**config.mk**
```make
export PLATFORM = sky130hd
export DESIGN_NAME = fetch_unit_flat
export DESIGN_NICKNAME = d
export VERILOG_FILES = /design/src/rtl/fetch_unit_if.sv /design/src/rtl/fetch_unit.sv /design/src/flat_wrapper.sv
export SDC_FILE = /design/constraint.sdc
export NUM_CORES = 1
export LEC_CHECK = 0
export ABC_AREA = 0
export BUFFER_PORTS_ARGS = -buffer_cell sky130_fd_sc_hd__buf_4
export CAP_MARGIN = 20
export CORE_MARGIN = 1
export CORE_UTILIZATION = 45
export DETAILED_ROUTE_END_ITERATION = 10
export PLACE_DENSITY = 0.68
export SYNTH_ARGS = -nofsm -noshare
export SYNTH_HDL_FRONTEND = slang
export SYNTH_SLANG_ARGS = --single-unit
```
**constraint.sdc**
```tcl
create_clock -name clk -period 7 [get_ports clk]
set_input_delay 0 -clock clk [delete_from_list [all_inputs] [get_ports clk]]
set_output_delay 0 -clock clk [all_outputs]
set_load 0.05 [all_outputs]
```
**src/rtl/fetch_unit_if.sv**
```systemverilog
// fetch_unit_if: instruction memory request/response channel.
// master is the fetch unit, slave is the instruction memory.
interface fetch_unit_if;
    logic        imem_req_valid;
    logic        imem_req_ready;
    logic [31:0] imem_req_addr;
    logic        imem_rsp_valid;
    logic [31:0] imem_rsp_data;

    modport master (
        output imem_req_valid,
        output imem_req_addr,
        input  imem_req_ready,
        input  imem_rsp_valid,
        input  imem_rsp_data
    );

    modport slave (
        input  imem_req_valid,
        input  imem_req_addr,
        output imem_req_ready,
        output imem_rsp_valid,
        output imem_rsp_data
    );
endinterface

```
**src/rtl/fetch_unit.sv**
```systemverilog
// fetch_unit: RV32 fetch stage, PC, in-order fetch queue, redirect flush.
// Optional macro FETCH_MISALIGN_CHECK_EN enables misaligned-redirect fault mode.
module fetch_unit #(
    parameter logic [31:0] RESET_PC   = 32'h0000_0000,
    parameter int          FIFO_DEPTH = 4
) (
    input  logic         clk,
    input  logic         rst,
    fetch_unit_if.master imem,
    input  logic         redirect_valid,
    input  logic [31:0]  redirect_pc,
    input  logic         id_ready,
    output logic         if_id_valid,
    output logic [31:0]  if_id_pc,
    output logic [31:0]  if_id_pc_p4,
    output logic [31:0]  if_id_instruction,
    output logic         fetch_fault
);

    localparam int PW = $clog2(FIFO_DEPTH);
    localparam int CW = PW + 2;

    typedef logic [PW:0] ptr_t;
    typedef enum logic { RUN, FAULT } mode_t;

    mode_t       mode;
    logic [31:0] pc;
    ptr_t        wr_ptr;
    ptr_t        fill_ptr;
    ptr_t        rd_ptr;
    ptr_t        drop_cnt;
    logic [31:0] pc_mem  [FIFO_DEPTH];
    logic [31:0] ins_mem [FIFO_DEPTH];

    ptr_t          alloc_cnt;
    ptr_t          unfilled_cnt;
    logic [CW-1:0] used_cnt;
    logic          credit;
    logic          req_fire;
    logic          rsp_drop;
    logic          rsp_fill;
    logic          pop;
    logic          misaligned;
    logic [31:0]   pc_load;

    // Stale responses still in flight consume credit just like live entries.
    assign alloc_cnt    = wr_ptr - rd_ptr;
    assign unfilled_cnt = wr_ptr - fill_ptr;
    assign used_cnt     = {1'b0, alloc_cnt} + {1'b0, drop_cnt};
    assign credit       = used_cnt < CW'(FIFO_DEPTH);

    assign imem.imem_req_valid = credit && !redirect_valid
                               && (mode == RUN) && !rst;
    assign imem.imem_req_addr  = pc;

    assign req_fire = imem.imem_req_valid && imem.imem_req_ready;
    assign rsp_drop = imem.imem_rsp_valid && (drop_cnt != '0);
    assign rsp_fill = imem.imem_rsp_valid && (drop_cnt == '0);

    // Entries between rd and fill are returned; head is valid when any exist.
    assign if_id_valid       = fill_ptr != rd_ptr;
    assign if_id_pc          = pc_mem[rd_ptr[PW-1:0]];
    assign if_id_pc_p4       = if_id_pc + 32'd4;
    assign if_id_instruction = ins_mem[rd_ptr[PW-1:0]];

    assign pop = if_id_valid && id_ready && !redirect_valid;

`ifdef FETCH_MISALIGN_CHECK_EN
    assign misaligned  = redirect_pc[1:0] != 2'b00;
    assign pc_load     = redirect_pc;
    assign fetch_fault = mode == FAULT;
`else
    assign misaligned  = 1'b0;
    assign pc_load     = redirect_pc & 32'hFFFF_FFFC;
    assign fetch_fault = 1'b0;
`endif

    // Mode FSM: a misaligned redirect parks fetch until an aligned one.
    always_ff @(posedge clk) begin
        if (rst) begin
            mode <= RUN;
        end else if (redirect_valid) begin
            mode <= misaligned ? FAULT : RUN;
        end
    end

    // Program counter: redirect target wins over sequential advance.
    always_ff @(posedge clk) begin
        if (rst) begin
            pc <= RESET_PC;
        end else if (redirect_valid) begin
            pc <= pc_load;
        end else if (req_fire) begin
            pc <= pc + 32'd4;
        end
    end

    // Queue pointers: a redirect empties the queue in one cycle.
    always_ff @(posedge clk) begin
        if (rst) begin
            wr_ptr   <= '0;
            fill_ptr <= '0;
            rd_ptr   <= '0;
        end else if (redirect_valid) begin
            wr_ptr   <= '0;
            fill_ptr <= '0;
            rd_ptr   <= '0;
        end else begin
            wr_ptr   <= wr_ptr + ptr_t'(req_fire);
            fill_ptr <= fill_ptr + ptr_t'(rsp_fill);
            rd_ptr   <= rd_ptr + ptr_t'(pop);
        end
    end

    // Drop counter: unfilled entries become stale on flush; a response
    // arriving in the flush cycle is either stale already or one of them.
    always_ff @(posedge clk) begin
        if (rst) begin
            drop_cnt <= '0;
        end else if (redirect_valid) begin
            drop_cnt <= drop_cnt + unfilled_cnt
                      - ptr_t'(imem.imem_rsp_valid);
        end else if (rsp_drop) begin
            drop_cnt <= drop_cnt - ptr_t'(1);
        end
    end

    // Queue payload storage; contents are qualified by the pointers.
    always_ff @(posedge clk) begin
        if (req_fire) begin
            pc_mem[wr_ptr[PW-1:0]] <= pc;
        end
        if (rsp_fill) begin
            ins_mem[fill_ptr[PW-1:0]] <= imem.imem_rsp_data;
        end
    end

endmodule

```
**src/flat_wrapper.sv**
```systemverilog
// flat-port wrapper written by rule: the top's interface ports become plain ports
module fetch_unit_flat 
#(
    parameter logic [31:0] RESET_PC   = 32'h0000_0000,
    parameter int          FIFO_DEPTH = 4
)
  (clk, rst, redirect_valid, redirect_pc, id_ready, if_id_valid, if_id_pc, if_id_pc_p4, if_id_instruction, fetch_fault, imem_imem_req_valid, imem_imem_req_addr, imem_imem_req_ready, imem_imem_rsp_valid, imem_imem_rsp_data);
  fetch_unit_if imem_i ();
  input  logic clk;
  input  logic rst;
  input  logic redirect_valid;
  input  logic [31:0] redirect_pc;
  input  logic id_ready;
  output logic if_id_valid;
  output logic [31:0] if_id_pc;
  output logic [31:0] if_id_pc_p4;
  output logic [31:0] if_id_instruction;
  output logic fetch_fault;
  output wire logic [$bits(imem_i.imem_req_valid)-1:0] imem_imem_req_valid;
  output wire logic [$bits(imem_i.imem_req_addr)-1:0] imem_imem_req_addr;
  input wire logic [$bits(imem_i.imem_req_ready)-1:0] imem_imem_req_ready;
  input wire logic [$bits(imem_i.imem_rsp_valid)-1:0] imem_imem_rsp_valid;
  input wire logic [$bits(imem_i.imem_rsp_data)-1:0] imem_imem_rsp_data;
  assign imem_imem_req_valid = imem_i.imem_req_valid;
  assign imem_imem_req_addr = imem_i.imem_req_addr;
  assign imem_i.imem_req_ready = imem_imem_req_ready;
  assign imem_i.imem_rsp_valid = imem_imem_rsp_valid;
  assign imem_i.imem_rsp_data = imem_imem_rsp_data;
  fetch_unit #(.RESET_PC(RESET_PC), .FIFO_DEPTH(FIFO_DEPTH)) u_core (.clk(clk), .rst(rst), .imem(imem_i), .redirect_valid(redirect_valid), .redirect_pc(redirect_pc), .id_ready(id_ready), .if_id_valid(if_id_valid), .if_id_pc(if_id_pc), .if_id_pc_p4(if_id_pc_p4), .if_id_instruction(if_id_instruction), .fetch_fault(fetch_fault));
endmodule
```
==> impl_table.tex <==
\begin{tabular}{lr}
\hline
Metric & Value \\
\hline
\multicolumn{2}{l}{\textbf{Worst setup path}} \\
Arrival time reported for the critical path endpoint & roughly 5.1 ns \\
RR Endpoint & u\_core.imem.imem\_req\_addr[8]\$\_SDFFE\_PP0P\_ \\
Worst Path Max Fanout & 65 \\
Crit path launch type & flop \\
Category of the most critical setup path & reg -> reg \\
Capture point of the worst path & u\_core.imem.imem\_req\_addr[8]\$\_SDFFE\_PP0P\_ \\
CP Capture Type & flop \\
Slack of the worst reg-to-reg path & 2.39 ns \\
Worst reg2reg path depth & 13 \\
Required time at the worst-slack endpoint & $\sim$7.5 ns \\
Startpoint of the most critical register-to-register path & u\_core.rd\_ptr[1]\$\_SDFF\_PP0\_ \\
Source of the critical timing path & u\_core.rd\_ptr[1]\$\_SDFF\_PP0\_ \\
\multicolumn{2}{l}{\textbf{Power and ir drop}} \\
Static leakage & roughly 5.7 nW \\
Power density relative to cell area & between 200 and 300 nW/µm² \\
Power dissipated by switching net loads & $\sim$1.2 mW \\
Portion of total power attributed to sequential cells & 46.6\% \\
Cell Int Power & 3.15 mW \\
Clock network fraction of design power & 34.4\% \\
Combinational Power Share & 19.0\% \\
Maximum vdd drop & 123 µV \\
Sw Share & 28.0\% \\
\multicolumn{2}{l}{\textbf{Floorplanning}} \\
Initial Utilization & a little under half \\
Core area & between 20,000 and 30,000 µm² \\
Area enclosed by the die boundary & between 20,000 and 30,000 µm² \\
IO Count & between 200 and 250 \\
Die width & about 170 µm \\
Die span in y & $\sim$170 µm \\
Standard-cell row count & 59 \\
\multicolumn{2}{l}{\textbf{STA}} \\
Final setup fails & 0 \\
Slew at the pin closest to its max-slew limit & 1.06 ns \\
Final worst path period share & between 60 and 70\% \\
Tmin final & 4.61 ns \\
Final Hold Violating Endpoints & 0 \\
Relative slew margins & 28.6\% \\
Achievable clock frequency & 217 MHz \\
Clock tree skew after final layout & 0.00811 ns \\
Max-slew violations & 0 \\
RSZ-0062 raised after global routing & no \\
Setup tns final & 0 ns \\
\multicolumn{2}{l}{\textbf{Cells and area}} \\
FILL cells & 2,026 \\
Layout cell share with drive strength beyond 1 & a little under a third \\
Share of the core filled with cells & between 60\% and 70\% \\
Layout Cell Area excl Fill & 15,900 µm² \\
Final layout net count & 1,130 \\
Post-synthesis to final-layout area growth & 30.7\% \\
Antenna Diode Count & 0 \\
\multicolumn{2}{l}{\textbf{CTS}} \\
Number of buffers added to fix hold violations after cts & around 110 \\
Library cell used as clock root buffer & sky130\_fd\_sc\_hd\_\_clkbuf\_16 \\
CTS H-tree depth & 1 \\
Number of post-CTS setup repair buffers & 0 \\
Total number of clock tree sinks & 290 \\
Number of buffers added by the clock tree synthesis step & 29 \\
Gates resized, CTS repair & 0 \\
Clock latency reported for the late side of the worst-skew pair & 0.54 ns \\
Maximum clock insertion buffer count & 3 \\
CTS tree & yes \\
Register clock-pin slew on the reported worst setup and hold paths & 0.06 ns \\
\multicolumn{2}{l}{\textbf{Yosys}} \\
Top cell type's share of synthesized area & 61.2\% \\
Average footprint of a synthesized cell & around 16 µm² \\
Most used standard cell by instance count after synthesis & sky130\_fd\_sc\_hd\_\_edfxtp\_1 \\
Async set-reset flop share out of synthesis & 0\% \\
Synth cell count leaders & sky130\_fd\_sc\_hd\_\_edfxtp\_1 (248), sky130\_fd\_sc\_hd\_\_mux4\_2 (62), sky130\_fd\_sc\_hd\_\_dfxtp\_1 (42), sky130\_fd\_sc\_hd\_\_nand2\_1 (42), sky130\_fd\_sc\_hd\_\_nor2\_1 (30) \\
Cell taking the most area after synthesis & sky130\_fd\_sc\_hd\_\_edfxtp\_1 \\
Synthesis Warnings & 0 \\
Most used flip-flop cell after synthesis & sky130\_fd\_sc\_hd\_\_edfxtp\_1 \\
Number of register bits inferred by synthesis & 290 \\
Synth unique cells & 48 \\
Number of flops mapped to enable cells by yosys & about 250 \\
Number of standard cells after synthesis & 740 \\
Cell Area, Synth & approximately 12,000 µm² \\
Share of the yosys chip area belonging to registers & 68.1\% \\
Top post-synthesis cells by area & sky130\_fd\_sc\_hd\_\_edfxtp\_1 (61\%), sky130\_fd\_sc\_hd\_\_mux4\_2 (11\%), sky130\_fd\_sc\_hd\_\_dfxtp\_1 (6.9\%) \\
\multicolumn{2}{l}{\textbf{Global route}} \\
First-pass GRT wire length & between 40 and 50 mm \\
Overall overflow remaining after global route & 0 \\
Via count of the first global-routing pass & 7,581 \\
Antenna violations before repair & 1 \\
Overall fraction of global-route tracks in use & between 20\% and 30\% \\
Largest net degree at the start of global routing & 66 \\
\multicolumn{2}{l}{\textbf{Worst hold path}} \\
Hold crit path type & in -> reg \\
\multicolumn{2}{l}{\textbf{Route}} \\
Post-Route WL & 28.0 mm \\
Via density per instance & 5.47 \\
Wire length per cell after detailed routing & about 20 µm \\
DR pass1 iterations & 8 \\
Post-route ant nets & 0 \\
Overall via count from detail\_route & 7,654 \\
Residual DRC count & 13 \\
Iteration-0 DRC count of the detailed router & 582 \\
\multicolumn{2}{l}{\textbf{Placement}} \\
Placer Congestion & 0.765 \\
Count of input and output buffers & 191 \\
Detailed Place HPWL & about 17 mm \\
Post-DP Area & about 14,000 µm² \\
\multicolumn{2}{l}{\textbf{Status}} \\
Violated checks & DRC \\
Outcome & complete, but fails checks \\
\multicolumn{2}{l}{\textbf{Job}} \\
Maximum capacitance violations & 0 \\
\hline
\end{tabular}
cells in the final DEF (no fill, tap or decap), types with 4 or more instances in the layout:
cell type | Yosys | routed
sky130_fd_sc_hd__edfxtp_1 | 248 | 248
sky130_fd_sc_hd__buf_4 | 7 | 198
sky130_fd_sc_hd__dlygate4sd3_1 | 0 | 109
sky130_fd_sc_hd__mux4_2 | 62 | 62
sky130_fd_sc_hd__nand2_1 | 42 | 42
sky130_fd_sc_hd__dfxtp_1 | 42 | 40
sky130_fd_sc_hd__nor2_1 | 30 | 30
sky130_fd_sc_hd__clkbuf_16 | 0 | 29
sky130_fd_sc_hd__xor2_1 | 25 | 25
sky130_fd_sc_hd__xnor2_1 | 25 | 25
sky130_fd_sc_hd__a31oi_1 | 21 | 21
sky130_fd_sc_hd__inv_1 | 20 | 20
sky130_fd_sc_hd__nor3_1 | 18 | 16
sky130_fd_sc_hd__o21ai_0 | 16 | 16
sky130_fd_sc_hd__nand4_1 | 15 | 15
sky130_fd_sc_hd__nand3_1 | 14 | 14
sky130_fd_sc_hd__a21oi_1 | 14 | 14
sky130_fd_sc_hd__ha_1 | 14 | 14
sky130_fd_sc_hd__and2_1 | 13 | 13
sky130_fd_sc_hd__and3_1 | 15 | 11
sky130_fd_sc_hd__and4_1 | 9 | 9
sky130_fd_sc_hd__clkbuf_1 | 17 | 8
sky130_fd_sc_hd__a211oi_1 | 7 | 7
sky130_fd_sc_hd__conb_1 | 1 | 7
sky130_fd_sc_hd__or3_1 | 5 | 5
sky130_fd_sc_hd__fa_1 | 5 | 5
sky130_fd_sc_hd__and3_2 | 0 | 4
sky130_fd_sc_hd__clkinv_1 | 1 | 4
sky130_fd_sc_hd__nor4_1 | 5 | 4
sky130_fd_sc_hd__clkinv_2 | 0 | 4
area by class of cell:
cell class | count | area, µm² | share of cell area [%]
sequential | 290 | 8300 | 52.1
multi-input combinational | 392 | 3610 | 22.7
timing repair buffer | 307 | 2580 | 16.2
clock buffer | 40 | 797 | 5.01
tap | 335 | 419 | 2.63
clock inverter | 14 | 131 | 0.826
inverter | 21 | 78.8 | 0.495
per-stage QoR:
stage,instances,setup slack [ns],hold WS [ns],power [mW]
global route,1399,2.04,0.195,4.53
CTS,1398,2.31,0.135,4.41
detailed placement,1235,2.56,0.202,2.86
global placement,1235,2.62,0.201,2.85
finish,1399,2.39,0.173,4.38
floorplan,746,1.36,0.0989,2.61
power by group through the flow:
stage | clock network (mW) | logic (mW) | registers (mW)
after floorplan | 0 | 0.513 | 2.10
after global placement | 0 | 0.777 | 2.07
after detailed placement | 0 | 0.785 | 2.08
after CTS | 1.53 | 0.841 | 2.04
after global routing | 1.59 | 0.884 | 2.05
final | 1.51 | 0.832 | 2.04
worst max-delay path, stage by stage, from the launching register on:
cell and delay (ns):
sky130_fd_sc_hd__dfxtp_4 1.03, sky130_fd_sc_hd__inv_1 0.16, sky130_fd_sc_hd__fa_1 0.47, sky130_fd_sc_hd__xor2_1 0.16
sky130_fd_sc_hd__xnor2_1 0.13, sky130_fd_sc_hd__ha_1 0.27, sky130_fd_sc_hd__nor3_1 0.19, sky130_fd_sc_hd__nand4_1 0.15
sky130_fd_sc_hd__buf_4 0.31, sky130_fd_sc_hd__nor4_1 0.33, sky130_fd_sc_hd__a21oi_1 0.07, sky130_fd_sc_hd__dlygate4sd3_1 0.59
sky130_fd_sc_hd__a21oi_1 0.14, sky130_fd_sc_hd__dlygate4sd3_1 0.56
layer usage:
metal  vias to the layer above  GRT usage [%]  share of wire, %
met1                      3844           27.6                43
met5                         -              0                 0
met3                        51           2.90               6.3
met4                         0           6.20               2.5
met2                       253           33.4                48
li1                       3506              -                 -
sequential cells by signal, summed over array words and instances, names as in the netlist:
| name | flops |
|---|---|
| u_core.fill_ptr | 3 |
| u_core.ins_mem | 128 |
| u_core.drop_cnt | 3 |
| u_core.imem.imem_req_addr | 30 |
| u_core.pc_mem | 120 |
| u_core.wr_ptr | 3 |
| u_core.rd_ptr | 3 |
cell families (layout without fill, tap and decap cells):
group	Yosys count	in the layout	share of synthesized area (%)
AOI/OAI and AO/OA	71	71	3.59
and+or+nand+nor	181	181	8.17
muxes	64	64	11.7
xor gates and xnor gates	50	50	3.60
adders and majority gates	19	19	2.26
other	1	7	0.0308
DFF	290	290	68.1
buffers and inverters	64	382	2.58
how the worst min path moves through the flow:
stage	startpoint	endpoint	slack, ns	depth (start not counted)
final	imem_imem_req_ready	u_core.imem.imem_req_addr[30]$_SDFFE_PP0P_	0.17	4
after global routing	imem_imem_rsp_data[11]	u_core.ins_mem[0][11]$_DFFE_PP_	0.20	2
after CTS	imem_imem_req_ready	u_core.imem.imem_req_addr[30]$_SDFFE_PP0P_	0.13	4
after detailed placement	imem_imem_rsp_data[20]	u_core.ins_mem[1][20]$_DFFE_PP_	0.20	1
after global placement	imem_imem_rsp_data[24]	u_core.ins_mem[2][24]$_DFFE_PP_	0.20	1
after floorplan	imem_imem_rsp_data[0]	u_core.ins_mem[0][0]$_DFFE_PP_	0.1	0
Power figures use the tool's default switching activity.
